===== config.mk =====
export PLATFORM = sky130hd
export DESIGN_NAME = mpsoc_glip_dii_deframer
export DESIGN_NICKNAME = d
export VERILOG_FILES = /design/src/rtl/mpsoc_glip_dii_deframer.sv
export SDC_FILE = /design/constraint.sdc
export NUM_CORES = 1
export LEC_CHECK = 0
export BUFFER_PORTS_ARGS = -buffer_cell sky130_fd_sc_hd__buf_4
export CORE_MARGIN = 8
export CORE_UTILIZATION = 40
export DETAILED_ROUTE_END_ITERATION = 16
export GPL_TIMING_DRIVEN = 0
export SYNTH_ARGS = -nofsm -noshare
export SYNTH_HDL_FRONTEND = slang
export SYNTH_SLANG_ARGS = --single-unit

===== constraint.sdc =====
create_clock -name clk -period 2.9 [get_ports clk]
set_clock_uncertainty 0.05 [all_clocks]
set_input_delay 0.435 -clock clk [delete_from_list [all_inputs] [get_ports clk]]
set_output_delay 0.435 -clock clk [all_outputs]
set_load 0.005 [all_outputs]

===== src/rtl/mpsoc_glip_dii_deframer.sv =====
// GLIP-to-DII ingress deframer for the MPSoC debug network.
// Turns a stream of {length header, payload words} into DII flits tagged with
// 'last', buffered in a small FIFO. Zero-length and oversize packets are
// swallowed without reaching the debug network.
// Optional packet/drop statistics: define MPSOC_GLIP_DEFRAMER_STATS_EN.
module mpsoc_glip_dii_deframer #(
  parameter int unsigned MAX_PKT_LEN = 12,
  parameter int unsigned FIFO_DEPTH  = 4
) (
  input  logic        clk,
  input  logic        rst,
  input  logic [15:0] glip_in_data,
  input  logic        glip_in_valid,
  output logic        glip_in_ready,
  output logic [15:0] dii_out_data,
  output logic        dii_out_last,
  output logic        dii_out_valid,
  input  logic        dii_out_ready,
  output logic        busy
`ifdef MPSOC_GLIP_DEFRAMER_STATS_EN
  ,
  output logic [15:0] pkt_count,
  output logic [15:0] drop_count
`endif
);

  localparam int unsigned AW = $clog2(FIFO_DEPTH);

  typedef enum logic [1:0] {StIdle, StFwd, StDrop} state_e;

  state_e        state_q, state_d;
  logic [16:0]   rem_q, rem_d;
  logic [16:0]   hdr_len;

  logic [15:0]   mem_data [FIFO_DEPTH];
  logic          mem_last [FIFO_DEPTH];
  logic [AW-1:0] wr_ptr_q, rd_ptr_q;
  logic [AW:0]   cnt_q;
  logic [15:0]   hold_data_q;
  logic          hold_last_q;

  logic fifo_full, fifo_empty;
  logic in_fire, out_fire;
  logic wr_en, wr_last, drop_evt;

  assign fifo_full  = (cnt_q == (AW + 1)'(FIFO_DEPTH));
  assign fifo_empty = (cnt_q == '0);

  // Ready depends only on registered state so it never loops through valid/ready.
  assign glip_in_ready = (state_q != StFwd) || !fifo_full;
  assign in_fire       = glip_in_valid && glip_in_ready;

  assign dii_out_valid = !fifo_empty;
  assign out_fire      = dii_out_valid && dii_out_ready;
  // When empty, present the last flit that left so outputs do not wander.
  assign dii_out_data  = fifo_empty ? hold_data_q : mem_data[rd_ptr_q];
  assign dii_out_last  = fifo_empty ? hold_last_q : mem_last[rd_ptr_q];

  assign busy    = (state_q != StIdle) || !fifo_empty;
  assign hdr_len = {1'b0, glip_in_data};

  // Next-state logic: header decode, payload forwarding and discard counting.
  always_comb begin
    state_d  = state_q;
    rem_d    = rem_q;
    wr_en    = 1'b0;
    wr_last  = 1'b0;
    drop_evt = 1'b0;
    unique case (state_q)
      StIdle: begin
        if (in_fire) begin
          if (hdr_len == 17'd0) begin
            drop_evt = 1'b1;
          end else if (hdr_len <= 17'(MAX_PKT_LEN)) begin
            state_d = StFwd;
            rem_d   = hdr_len;
          end else begin
            state_d = StDrop;
            rem_d   = hdr_len;
          end
        end
      end
      StFwd: begin
        if (in_fire) begin
          wr_en   = 1'b1;
          wr_last = (rem_q == 17'd1);
          rem_d   = rem_q - 17'd1;
          if (rem_q == 17'd1) state_d = StIdle;
        end
      end
      StDrop: begin
        if (in_fire) begin
          rem_d = rem_q - 17'd1;
          if (rem_q == 17'd1) begin
            state_d  = StIdle;
            drop_evt = 1'b1;
          end
        end
      end
      default: begin
        state_d = StIdle;
        rem_d   = '0;
      end
    endcase
  end

  // FSM state and remaining-word counter.
  always_ff @(posedge clk or posedge rst) begin
    if (rst) begin
      state_q <= StIdle;
      rem_q   <= '0;
    end else begin
      state_q <= state_d;
      rem_q   <= rem_d;
    end
  end

  // FIFO storage; contents are qualified by the occupancy count, so no reset.
  always_ff @(posedge clk) begin
    if (wr_en) begin
      mem_data[wr_ptr_q] <= glip_in_data;
      mem_last[wr_ptr_q] <= wr_last;
    end
  end

  // FIFO pointers, occupancy and the held copy of the last departed flit.
  always_ff @(posedge clk or posedge rst) begin
    if (rst) begin
      wr_ptr_q    <= '0;
      rd_ptr_q    <= '0;
      cnt_q       <= '0;
      hold_data_q <= '0;
      hold_last_q <= 1'b0;
    end else begin
      if (wr_en) wr_ptr_q <= wr_ptr_q + 1'b1;
      if (out_fire) begin
        rd_ptr_q    <= rd_ptr_q + 1'b1;
        hold_data_q <= mem_data[rd_ptr_q];
        hold_last_q <= mem_last[rd_ptr_q];
      end
      if (wr_en && !out_fire) begin
        cnt_q <= cnt_q + 1'b1;
      end else if (!wr_en && out_fire) begin
        cnt_q <= cnt_q - 1'b1;
      end
    end
  end

`ifdef MPSOC_GLIP_DEFRAMER_STATS_EN
  logic [15:0] pkt_count_q, drop_count_q;

  assign pkt_count  = pkt_count_q;
  assign drop_count = drop_count_q;

  // Saturating packet and drop counters.
  always_ff @(posedge clk or posedge rst) begin
    if (rst) begin
      pkt_count_q  <= '0;
      drop_count_q <= '0;
    end else begin
      if (wr_en && wr_last && (pkt_count_q != 16'hFFFF)) pkt_count_q <= pkt_count_q + 16'd1;
      if (drop_evt && (drop_count_q != 16'hFFFF)) drop_count_q <= drop_count_q + 16'd1;
    end
  end
`endif

endmodule


Yosys cells after proc, flatten, opt, wreduce, memory -nomap -nowiden

Memory sizes are Yosys's and may differ from the RTL's.
Index checks and enable logic that the tools add are counted.

$add $sub $neg: 5
Multipliers: 0
Divide/modulo/power cells: 0
$lt $le $gt $ge: 1
Equality and inequality tests: 9
Shift operators: 0
Muxes and demuxes: 20
Bitwise gates (word level): 0
Reductions and logical operators: 18

Operators by type and width:

| cell                                                                     | number |
|---|---|
| 17-bit two-way mux                                                       | 3 |
| 17-bit one-hot mux with 2 select lines                                   | 1 |
| 17-bit by 1-bit equality test with 1-bit output (second input constant)  | 1 |
| 17-bit zero test                                                         | 1 |
| 17-bit by 1-bit subtractor with 17-bit output (second input constant)    | 1 |
| 16-bit by 4-bit <= comparator with 1-bit output (second input constant)  | 1 |
| 16-bit two-way mux                                                       | 1 |
| 2-bit two-way mux                                                        | 5 |
| 1-bit two-way mux                                                        | 7 |
| 3-bit two-way mux                                                        | 2 |
| 2-bit by 1-bit inequality test with 1-bit output (second input constant) | 3 |
| 2-bit by 1-bit adder with 2-bit output (second input constant)           | 2 |
| 1-bit logical AND                                                        | 4 |
| 1-bit zero test                                                          | 4 |
| 2-bit inequality test (second input constant)                            | 2 |
| 2-bit one-hot mux with 2 select lines                                    | 1 |
| 4-bit AND reduction                                                      | 1 |
| 2-bit nonzero test                                                       | 2 |
| 3-bit by 1-bit adder with 3-bit output (second input constant)           | 1 |
| 3-bit equality test (second input constant)                              | 1 |
| 3-bit zero test                                                          | 1 |
| 3-bit AND reduction                                                      | 1 |
| 3-bit by 1-bit subtractor with 3-bit output (second input constant)      | 1 |
| 2-bit by 1-bit equality test with 1-bit output (second input constant)   | 1 |
| other kinds (4)                                                          | 5 |

Register bits: 43
Bits in latches: 0
Bits in writable memories: 68
ROM bits: 0
Output and inout bits: 20
Memories kept: 2

Memory list:

| name     | words | bits a word | read ports | clocked after memory_dff | wr ports | line | text |
|---|---|---|---|---|---|---|---|
| mem_data | 4     | 16          | 1          | 0                        | 1        | 35   | `logic [15:0] mem_data [FIFO_DEPTH];` |
| mem_last | 4     | 1           | 1          | 0                        | 1        | 36   | `logic mem_last [FIFO_DEPTH];` |

Depth between registers and ports, before layout

Gate-level depths: netlist of the first run.

Depth after elaboration: 10
Gate-level depth with buffers: 11
Depth with buffers taken out: 10

Worst setup path after synthesis of the first run

Ideal clock, no wire load.

Path kind: reg2reg
Start point: register cnt_q[0]
End point: register cnt_q[2]
Setup time: 0.079 ns
Arrival time: 2.225 ns
Required time: 2.771 ns
Path slack: 0.545 ns
Stages on the path, launching flop included: 11
Period minus slack after synthesis: 2.355 ns
Path through: dfrtp_1 > nor3_1 > inv_1 > nand2_1 > buf_2 > ha_1 > inv_1 > fa_1 > xor2_1 > nor2_1 > xor2_1

Cells in the longest elaborated chain, start to end: 9
Elaborated cells between the ends (all ways): 18

RTL lines:

| item                                | line | text |
|---|---|---|
| start, declared                     | 38   | `logic [AW:0] cnt_q;` |
| start signal, assigned              | 142  | `cnt_q <= cnt_q + 1'b1;` |
| start signal, assigned              | 144  | `cnt_q <= cnt_q - 1'b1;` |
| 3-bit equality test                 | 46   | `assign fifo_full = (cnt_q == (AW + 1)'(FIFO_DEPTH));` |
| 1-bit zero test                     | 50   | `assign glip_in_ready = (state_q != StFwd) \|\| !fifo_full;` |
| 1-bit logical OR                    | 50   |  |
| 1-bit logical AND                   | 51   | `assign in_fire = glip_in_valid && glip_in_ready;` |
| 1-bit two-way mux                   | 84   | `if (in_fire) begin` |
| 1-bit two-way mux                   | 69   | `unique case (state_q)` |
| 1-bit zero test                     | 143  | `end else if (!wr_en && out_fire) begin` |
| 1-bit logical AND                   | 143  |  |
| 2-bit nonzero test (no source line) | n/a  |  |

Several ways; a longest one is shown, not always the timed one. The select of a mux whose other input is x is not followed.
A chain may end at the register's enable or synchronous reset.

Final worst setup path of the first run

Same ends and word-level chain as after synthesis.

==> results.md, run 1 <==
| Item | Value |
|:---|:---|
| H-tree levels | 3 |
| Min Hold Slack | 0.0663 ns |
| Biggest area consumer among synthesized cells | edfxtp_1 |
| Pin count of the biggest net entering global routing | 24 |
| Critical Path AT | 2.94 ns |
| Global-route congestion overflow total | 0 |
| Met2 Usage GRT | 23.9% |
| Total global-route track usage | 14.6% |
| First DRT Iteration DRCs | 438 |
| Critical path type | flip-flop to flip-flop |
| Number of enable flip-flop cells after synthesis | 68 |
| Post-cts sizing count | 6 |
| Remaining number of nets flagged by the antenna check after routing | 0 |
| Mean cell area of the mapped netlist | 14.6 um^2 |
| Area of the die | 17,100 um^2 |
| Leading cell types by count after synthesis | edfxtp_1 (68), dfrtp_1 (43), mux2_2 (39), nand2_1 (18) |
| Yosys Warn Count | 0 |
| Die Span X | 131 um |
| Top-area cell type share of the netlist area | 38.8% |
| Shortest period the worst path allows | 2.70 ns |
| Global route hottest layer | met2 |
| Critical Path, Cell by Cell | nor3_2, inv_1, nand2_2, buf_2, ha_1, inv_1, fa_1, xor2_1, nor2_1, xor2_1 |
| Cell area power density | 941 nW/um^2 |
| Vert. Die Dim | 131 um |
| Number of pins with negative max-slew slack in the final report | 0 |
| Number of global-route vias before repair | 3,379 |
| Met1 layer usage reported by global route | 18.8% |
| Synth Cell Area | 5260 um^2 |
| Total number of clock tree sinks | 111 |
| Leak Pwr | 2.26 nW |
| Crit path from | cnt_q[0] |
| Largest incremental delay on the critical path | 0.45 ns |
| Async S/R FF share, synth | 38.7% |
| Count of TritonRoute iterations in the first routing pass | 5 |
| Total routed wirelength | 11.6 mm |
| Synthesized Nets | 391 |
| Number of antenna violations at the first check in global routing | 0 |
| Final hold viol count | 0 |
| Clock tree from TritonCTS | built |
| Dominant synthesized flop cell | edfxtp_1 |
| First-pass GRT wire length | 18.8 mm |
| Insertion delay to the later sink of the worst-skew pair | 0.35 ns |
| Routability cong. | 0.910 |
| Via count normalized by instance count | 5.67 |
| Cell with the largest stage delay on the worst path | dfrtp_1 |
| Starting density of the core | 40.3% |
| CTS Buffer Depth | 2 |
| Top-Level Pins | 40 |
| Synthesis-to-layout area growth | 15.7% |
| Clock transition at path regs | 0.08 ns |
| Final core area utilization | 46.7% |
| Buffers on Ports | 39 |
| Yosys cell types | 61 |
| RSZ-0062 raised after global routing | no |
| Crit share post-route | 93.2% |
| Met3 usage | 3.61% |
| Worst vdd rail ir drop | 0.000326 V |
| Synth area leaders | edfxtp_1 (39%), dfrtp_1 (20%), mux2_2 (8.4%) |
| Kind of end point of the critical path | flip-flop |
| Number of buffers created by CTS | 9 |
| Kind of path behind the tightest hold check | primary input to async pin |
| Slew at the pin closest to its max-slew limit | 1.08 ns |
| Most instantiated library cell after synthesis | edfxtp_1 |
| Startpoint of the lowest-slack register-to-register path | cnt_q[0] |
| Register-to-Register Path Depth | 10 |
| Number of post-CTS setup repair buffers | 0 |
| Register bit count reported by yosys | 111 |
| Share of synthesized area occupied by flip-flops and latches | 59.3% |
| Final setup fails | 0 |
| Area of the core | 13,000 um^2 |
| Synthesized netlist cell count | 360 |
| Type of element launching the critical path | flip-flop |
| Max transition margin | 27.8% |
| Number of nets in the finished design | 441 |
| Worst EP required | 3.14 ns |
| MaxCap Viol Count | 0 |
| Final Total Pwr | 5.73 mW |
| DRC | 0 |
| Achievable Freq | 370 MHz |
| CP max FO | 10 |
| Diode count | 0 |
| Via total after detailed routing | 3,349 |
| Clock tree root driver cell | clkbuf_16 |
| Hold buffer count at cts | 0 |
| Result of the run | finished, final reports clean |
| Routed length per placed instance | 19.7 um |
| DP Wirelength | 8.10 mm |
| Fraction of final layout cells sized beyond drive strength 1 | 33.3% |
| Site Rows | 42 |
-- sequential cells by signal (all words and copies together) (netlist names) --
register,cells
rd_ptr_q,2
rem_q,17
wr_ptr_q,2
cnt_q,3
hold_data_q,16
hold_last_q,1
mem_data,64
state_q,2
mem_last,4
-- cells in the final DEF, fill, tap and decap left out, drive strengths merged, types with 5 or more instances in the layout --
cell type  count
edfxtp        68
buf           49
dfrtp         43
mux2          39
inv           20
nand2         18
mux4          17
clkbuf        17
a21oi         11
nor2          10
ha            10
nor4           8
or4            8
nand3          6
a211oi         6
nor3           6
nand4          5
-- where the power goes --
part           switching [mW]  leakage, nW  internal [mW]
Sequential              0.265         1.13           1.96
Combinational            1.10        0.993           1.22
Clock                   0.578        0.142          0.595
Total                    1.95         2.26           3.78
-- layer usage --
layer  part of all wire (%)  up-vias
met5                      0        -
met4                    1.4        0
li1                       -     1510
met3                    5.3       13
met1                     44     1720
met2                     49      106
-- final cells by class --
type                            instances  area (um^2)
Multi-Input combinational cell        212         1950
Clock buffer                            9          225
Inverter                               17         63.8
Buffer                                 19          134
Timing Repair Buffer                   40          313
Clock inverter                          7         56.3
Sequential cell                       111         3120
Fill cell                            1208         6950
Tap cell                              176          220
-- cell families (layout without fill, tap and decap cells) --
group	count (synthesis)	after routing	synth area share, %
DFF	111	111	59.3
buffers and inverters	37	92	3.67
muxes	57	57	15.8
adders and majority gates	11	11	2.76
AOI/OAI and AO/OA	56	56	8.24
xor gates and xnor gates	6	6	1.00
and+or+nand+nor	82	82	9.19
-- critical path, delay by kind of cell (launching register included) --
family	cells	cell delay (ns)
flip-flops	1	0.45
AND/OR/NAND/NOR	3	0.65
buffers and inverters	3	0.55
XOR/XNOR	2	0.32
adder cells (fa/ha/maj)	2	0.61
-- metrics by stage --
step                worst slack (ns)  cell area [um^2]  setup TNS, ns  cells
floorplan                      0.545              5260              0    360
global placement              -0.117              5770         -0.163    575
detailed placement            -0.118              5790         -0.184    576
CTS                           0.0726              6080              0    591
global route                  0.0526              6080              0    591
finish                         0.197              6080              0    591
-- worst paths after layout --
| path | endpoint | slack, ns |
|---|---|---|
| worst max-delay path | cnt_q[2] | 0.20 |
| worst min-delay path | rem_q[16] | 0.07 |
| worst max register to register | cnt_q[2] | 0.20 |
| worst min register to register | hold_data_q[13] | 0.46 |
| max in group asynchronous | hold_data_q[6] | 2.21 |
| min in group clk | mem_data[0][8] | 0.27 |
Note: power is estimated with default switching activity, not from simulation.
==> inputs of run 2 (changes only) <==
--- a/config.mk
+++ b/config.mk
@@ -8,6 +8,7 @@
 export BUFFER_PORTS_ARGS = -buffer_cell sky130_fd_sc_hd__buf_4
 export CORE_MARGIN = 8
 export CORE_UTILIZATION = 40
+export CTS_BUF_LIST = sky130_fd_sc_hd__clkbuf_4 sky130_fd_sc_hd__clkbuf_8
 export DETAILED_ROUTE_END_ITERATION = 16
 export GPL_TIMING_DRIVEN = 0
 export SYNTH_ARGS = -nofsm -noshare
==> results.md, run 2 (synthesis results as in run 1) <==
| Item | Value | Delta |
|:---|:---|:---|
| Result of the run | finished, final reports clean | unchanged |
| First-pass GRT wire length | 18.7 mm | was 18.8 mm |
| Starting density of the core | 40.3% | unchanged |
| Crit share post-route | 94.6% | was 93.2% |
| Number of antenna violations at the first check in global routing | 0 | unchanged |
| Hold buffer count at cts | 0 | unchanged |
| H-tree levels | 3 | unchanged |
| Global-route congestion overflow total | 0 | unchanged |
| Clock group share of total power | 16.0% | was 20.5% |
| Commonest cells after routing, fill and taps aside | edfxtp_1 (68), dfrtp_1 (43), buf_4 (40) | unchanged |
| Register-to-Register Path Depth | 10 | unchanged |
| Total global-route track usage | 14.5% | was 14.6% |
| Startpoint of the lowest-slack register-to-register path | cnt_q[0] | unchanged |
| DRC | 0 | unchanged |
| Buffers on Ports | 39 | unchanged |
| Registers with the most flip-flops | mem_data (64), rem_q (17), hold_data_q (16) | unchanged |
| Type of element launching the critical path | flip-flop | unchanged |
| Die Span X | 131 um | unchanged |
| Final setup fails | 0 | unchanged |
| Diode count | 0 | unchanged |
| Cell area power density | 906 nW/um^2 | was 941 nW/um^2 |
| Number of nets in the finished design | 441 | unchanged |
| Internal reg-to-reg setup slack | 0.18 ns | was 0.20 ns |
| RSZ-0062 raised after global routing | no | unchanged |
| Worst EP required | 2.41 ns | was 3.14 ns |
| Final hold viol count | 0 | unchanged |
| Max reg flops | 64 | unchanged |
| Critical path type | flip-flop to output pin | was flip-flop to flip-flop |
| Internal power component | 3.51 mW | was 3.78 mW |
| Top-Level Pins | 40 | unchanged |
| Post-route cell area | 5980 um^2 | was 6080 um^2 |
| Min Hold Slack | 0.0387 ns | was 0.0663 ns |
| MaxCap Viol Count | 0 | unchanged |
| Critical Path AT | 2.26 ns | was 2.94 ns |
| NetSw | 1.91 mW | was 1.95 mW |
| Vert. Die Dim | 131 um | unchanged |
| Final Total Pwr | 5.42 mW | was 5.73 mW |
| Total number of clock tree sinks | 111 | unchanged |
| DP Wirelength | 8.10 mm | unchanged |
| Clock tree from TritonCTS | built | unchanged |
| Number of global-route vias before repair | 3,388 | was 3,379 |
| Routed length per placed instance | 19.6 um | was 19.7 um |
| R2r endpoint | cnt_q[2] | unchanged |
| Kind of path behind the tightest hold check | primary input to async pin | unchanged |
| Top reg by flops | mem_data | unchanged |
| CP max FO | 10 | unchanged |
| Relative contribution of combinational cells to total power | 43.0% | was 40.7% |
| First DRT Iteration DRCs | 393 | was 438 |
| Post-Place Setup Slack | -0.118 ns | unchanged |
| Sequential Power Share | 41.1% | was 38.8% |
| Number of buffers created by CTS | 9 | unchanged |
| Cell Area, Placed | 5790 um^2 | unchanged |
| Clock tree root driver cell | clkbuf_8 | was clkbuf_16 |
| Fraction of final layout cells sized beyond drive strength 1 | 33.3% | unchanged |
| Worst vdd rail ir drop | 0.000268 V | was 0.000326 V |
| Site Rows | 42 | unchanged |
| Clock transition at path regs | 0.11 ns | was 0.08 ns |
| Total routed wirelength | 11.6 mm | about the same |
| Setup TNS | 0 ns | unchanged |
| Remaining number of nets flagged by the antenna check after routing | 0 | unchanged |
| Setup slack of the critical path after layout | 0.156 ns | was 0.197 ns |
| Achievable Freq | 364 MHz | was 370 MHz |
| Pin count of the biggest net entering global routing | 24 | unchanged |
| Switching Fraction | 35.3% | was 34.0% |
| CTS Buffer Depth | 2 | unchanged |
| Insertion delay to the later sink of the worst-skew pair | 0.38 ns | was 0.35 ns |
| Kind of end point of the critical path | output pin | was flip-flop |
| Routability cong. | 0.910 | unchanged |
| Number of pins with negative max-slew slack in the final report | 0 | unchanged |
| Area of the core | 13,000 um^2 | unchanged |
| Synthesis-to-layout area growth | 13.8% | was 15.7% |
| Via count normalized by instance count | 5.63 | was 5.67 |
| Leak Pwr | 2.21 nW | was 2.26 nW |
| Most common cell after layout, fill and taps aside | edfxtp_1 | unchanged |
| Max transition margin | 27.6% | was 27.8% |
| Count of TritonRoute iterations in the first routing pass | 5 | unchanged |
| Slew at the pin closest to its max-slew limit | 1.08 ns | about the same |
| Via total after detailed routing | 3,329 | was 3,349 |
| Area of the die | 17,100 um^2 | unchanged |
| Shortest period the worst path allows | 2.74 ns | was 2.70 ns |
## run 2: worst max-delay path, stage by stage, from the launching register on
cell,delay (ns)
dfrtp_1,0.46
nor3_2,0.30
inv_1,0.13
clkbuf_2,0.29
buf_2,0.29
mux2_2,0.30
buf_4,0.14
## run 2: layer usage
metal	wire length [um]	GRT usage, %	part of all wire, %	vias to the layer above
li1	-	-	-	1505
met1	5110	18.8	44	1708
met2	5750	24.0	50	104
met3	611	2.64	5.3	12
met4	133	5.27	1.1	0
met5	0	0	0	-
## run 2: layout make-up
| cell class | instances | area [um^2] |
|---|---|---|
| tap | 176 | 220 |
| timing repair buffer | 40 | 313 |
| sequential | 111 | 3120 |
| fill | 1216 | 7050 |
| clock inverter | 7 | 56.3 |
| multi-input combinational | 212 | 1950 |
| clock buffer | 9 | 124 |
| inverter | 17 | 63.8 |
| buffer | 19 | 134 |
## run 2: power groups by stage
stage                     logic, mW  registers (mW)  clock network, mW
after floorplan                1.65            2.16                  0
after global placement         2.32            2.20                  0
after detailed placement       2.36            2.22                  0
after CTS                      2.34            2.22              0.890
after global routing           2.52            2.27              0.952
final                          2.33            2.22              0.866
## run 2: repair_timing
item / CTS / global route
setup buffers: 0 / 0
hold endpoints to repair: 0 / 0
cloned: 0 / 0
gates resized for setup: 5 / 2
setup endpoints to repair: 18 / 10
## run 2: worst max path at each step
stage | cells past startpoint | to | startpoint
finish | 6 | dii_out_data[11] | cnt_q[0]
global route | 5 | dii_out_data[1] | rd_ptr_q[0]
CTS | 10 | cnt_q[2] | cnt_q[0]
detailed placement | 10 | cnt_q[2] | cnt_q[0]
global placement | 10 | cnt_q[2] | cnt_q[0]
floorplan | 10 | cnt_q[2] | cnt_q[0]
## run 2: stage by stage
step	cells	utilization, %
finish	591	45.9
global route	591	45.9
CTS	591	45.9
detailed placement	576	44.4
global placement	575	44.3
floorplan	360	-
==> inputs of run 3 (changes only) <==
==> constraint.sdc (replaced) <==
create_clock -name clk -period 3.35 [get_ports clk]
set_clock_uncertainty 0.05 [all_clocks]
set_input_delay 0.5025 -clock clk [delete_from_list [all_inputs] [get_ports clk]]
set_output_delay 0.5025 -clock clk [all_outputs]
set_load 0.005 [all_outputs]
==> results.md, run 3 (synthesis results as in run 1) <==
| Item | Value | Delta |
|:---|:---|:---|
| Result of the run | finished, final reports clean | unchanged |
| Setup slack of the critical path after layout | 0.163 ns | was 0.156 ns |
| MaxCap Viol Count | 0 | unchanged |
| Routed length per placed instance | 19.7 um | was 19.6 um |
| Crit share post-route | 95.1% |  |
| Diode count | 0 | unchanged |
| Post-Place Setup Slack | 0.332 ns | was -0.118 ns |
| Min Hold Slack | 0.102 ns | was 0.0387 ns |
| Count of TritonRoute iterations in the first routing pass | 5 | unchanged |
| Most common cell on crit path | clkbuf_1 |  |
| Leak Pwr | 2.21 nW | about the same |
| RSZ-0062 raised after global routing | no | unchanged |
| Cell area power density | 783 nW/um^2 | was 906 nW/um^2 |
| Site Rows | 42 | unchanged |
| Remaining number of nets flagged by the antenna check after routing | 0 | unchanged |
| Register-to-Register Path Depth | 10 | unchanged |
| Clock tree root driver cell | clkbuf_8 | unchanged |
| Final hold viol count | 0 | unchanged |
| Total routed wirelength | 11.6 mm | about the same |
| First-pass GRT wire length | 18.7 mm | about the same |
| Hold buffer count at cts | 0 | unchanged |
| Non-filler cells, final | 592 | was 591 |
| H-tree levels | 3 | unchanged |
| Kind of path behind the tightest hold check | primary input to async pin | unchanged |
| Via count normalized by instance count | 5.58 | was 5.63 |
| Setup TNS | 0 ns | unchanged |
| Global-route congestion overflow total | 0 | unchanged |
| Fill cell instance count of the final layout | 1,216 | unchanged |
| CP max FO | 10 | unchanged |
| Number of placed instances with taps included | 576 | unchanged |
| Kind of end point of the critical path | output pin | unchanged |
| Type of element launching the critical path | flip-flop | unchanged |
| Pin count of the biggest net entering global routing | 24 | unchanged |
| Cell with the largest stage delay on the worst path | clkbuf_1 | was dfrtp_1 |
| Critical Path AT | 2.63 ns | was 2.26 ns |
| Worst EP required | 2.80 ns | was 2.41 ns |
| Clock tree from TritonCTS | built | unchanged |
| Internal reg-to-reg setup slack | 0.34 ns | was 0.18 ns |
| First DRT Iteration DRCs | 361 | was 393 |
| Number of buffers created by CTS | 9 | unchanged |
| Area of the die | 17,100 um^2 | unchanged |
| Insertion delay to the later sink of the worst-skew pair | 0.38 ns | about the same |
| Die Span X | 131 um | unchanged |
| DP Wirelength | 8.10 mm | unchanged |
| Number of nets in the finished design | 442 | was 441 |
| Registers with the most flip-flops | mem_data (64), rem_q (17), hold_data_q (16) | unchanged |
| Slew at the pin closest to its max-slew limit | 1.10 ns | was 1.08 ns |
| Via total after detailed routing | 3,306 | was 3,329 |
| Top reg by flops | mem_data | unchanged |
| Critical path type | flip-flop to output pin | unchanged |
| Clock group share of total power | 16.0% | about the same |
| Fraction of final layout cells sized beyond drive strength 1 | 32.2% | was 33.3% |
| Relative contribution of combinational cells to total power | 43.4% | was 43.0% |
| Buffers on Ports | 39 | unchanged |
| Number of pins with negative max-slew slack in the final report | 0 | unchanged |
| Critical Path, Cell by Cell | clkbuf_1, clkbuf_1, mux4_2, mux2_2, buf_4 | was nor3_2, inv_1, clkbuf_2, buf_2, mux2_2, buf_4 |
| Post-route cell area | 5970 um^2 | was 5980 um^2 |
| Top-Level Pins | 40 | unchanged |
| Vert. Die Dim | 131 um | unchanged |
| Sequential Power Share | 40.6% | was 41.1% |
| Number of global-route vias before repair | 3,389 | was 3,388 |
| Startpoint of the lowest-slack register-to-register path | cnt_q[0] | unchanged |
| Commonest cells after routing, fill and taps aside | edfxtp_1 (68), dfrtp_1 (43), mux2_2 (39), buf_4 (39), nand2_1 (18) | was edfxtp_1 (68), dfrtp_1 (43), buf_4 (40) |
| Clock transition at path regs | 0.11 ns | about the same |
| Synthesis-to-layout area growth | 13.6% | was 13.8% |
| Total number of clock tree sinks | 111 | unchanged |
| Largest incremental delay on the critical path | 0.62 ns | was 0.46 ns |
| Final setup fails | 0 | unchanged |
| Starting density of the core | 40.3% | unchanged |
| R2r endpoint | cnt_q[2] | unchanged |
| NetSw | 1.65 mW | was 1.91 mW |
| Shortest period the worst path allows | 3.19 ns |  |
| Max reg flops | 64 | unchanged |
| Cell Area, Placed | 5790 um^2 | unchanged |
| Final Total Pwr | 4.67 mW | was 5.42 mW |
| Most common cell after layout, fill and taps aside | edfxtp_1 | unchanged |
| CTS Buffer Depth | 2 | unchanged |
| Max transition margin | 26.4% | was 27.6% |
| Number of antenna violations at the first check in global routing | 0 | unchanged |
| Total global-route track usage | 14.5% | about the same |
| Area of the core | 13,000 um^2 | unchanged |
| Internal power component | 3.03 mW | was 3.51 mW |
| Achievable Freq | 314 MHz |  |
| Worst vdd rail ir drop | 0.000231 V | was 0.000268 V |
| DRC | 0 | unchanged |
| Switching Fraction | 35.2% | was 35.3% |
| Final core area utilization | 45.8% | was 45.9% |
| Routability cong. | 0.910 | unchanged |
## run 3: cell types whose count changed in the layout (fill, tap and decap cells not counted)
cell | previous run | this run
buf_4 | 40 | 39
nor3_2 | 1 | 0
clkbuf_1 | 4 | 6
nand2_2 | 1 | 0
nor3_1 | 5 | 6
buf_2 | 3 | 4
buf_1 | 0 | 1
nand2_1 | 17 | 18
clkbuf_4 | 1 | 0
clkbuf_2 | 3 | 2
## run 3: repair_timing
item / in CTS / in global routing
setup buffers: 0 / 0
resized for setup: 0 / 2
endpoints found under the setup margin: 0 / 8
## run 3: cell type report
class	instances	area, um^2	area share [%]
clock buffers	9	124	2.07
repair buffers	40	313	5.24
well taps	176	220	3.69
multi-input cells	212	1950	32.6
flip-flops and latches	111	3120	52.2
inverters	17	63.8	1.07
clock inverters	7	56.3	0.943
plain buffers	20	130	2.18
## run 3: power groups by stage
| stage | clock network [mW] | registers [mW] | logic [mW] |
|---|---|---|---|
| after floorplan | 0 | 1.87 | 1.42 |
| after global placement | 0 | 1.91 | 2.01 |
| after detailed placement | 0 | 1.92 | 2.04 |
| after CTS | 0.770 | 1.89 | 2.05 |
| after global routing | 0.824 | 1.93 | 2.20 |
| final | 0.749 | 1.90 | 2.03 |
## run 3: worst max-delay path by stage
stage                            from                to  slack [ns]
after CTS                    cnt_q[0]  dii_out_data[11]        0.05
final                     rd_ptr_q[1]   dii_out_data[2]        0.16
after floorplan              cnt_q[0]          cnt_q[2]         1.0
after global routing      rd_ptr_q[1]   dii_out_data[1]        0.02
after global placement       cnt_q[0]          cnt_q[2]        0.33
after detailed placement     cnt_q[0]          cnt_q[2]        0.33
## run 3: critical path: cells and delay by family (launching register included)
family	cells	cell delay, ns
DFF	1	0.33
muxes	2	0.72
buffers and inverters	3	1.21
## run 3: layer usage
metal / wire length, um / vias to the layer above / global-route usage, %
li1: - / 1510 / -
met2: 5760 / 90 / 24.1
met1: 5160 / 1696 / 18.8
met5: 0 / - / 0
met3: 575 / 10 / 2.64
met4: 132 / 0 / 5.27
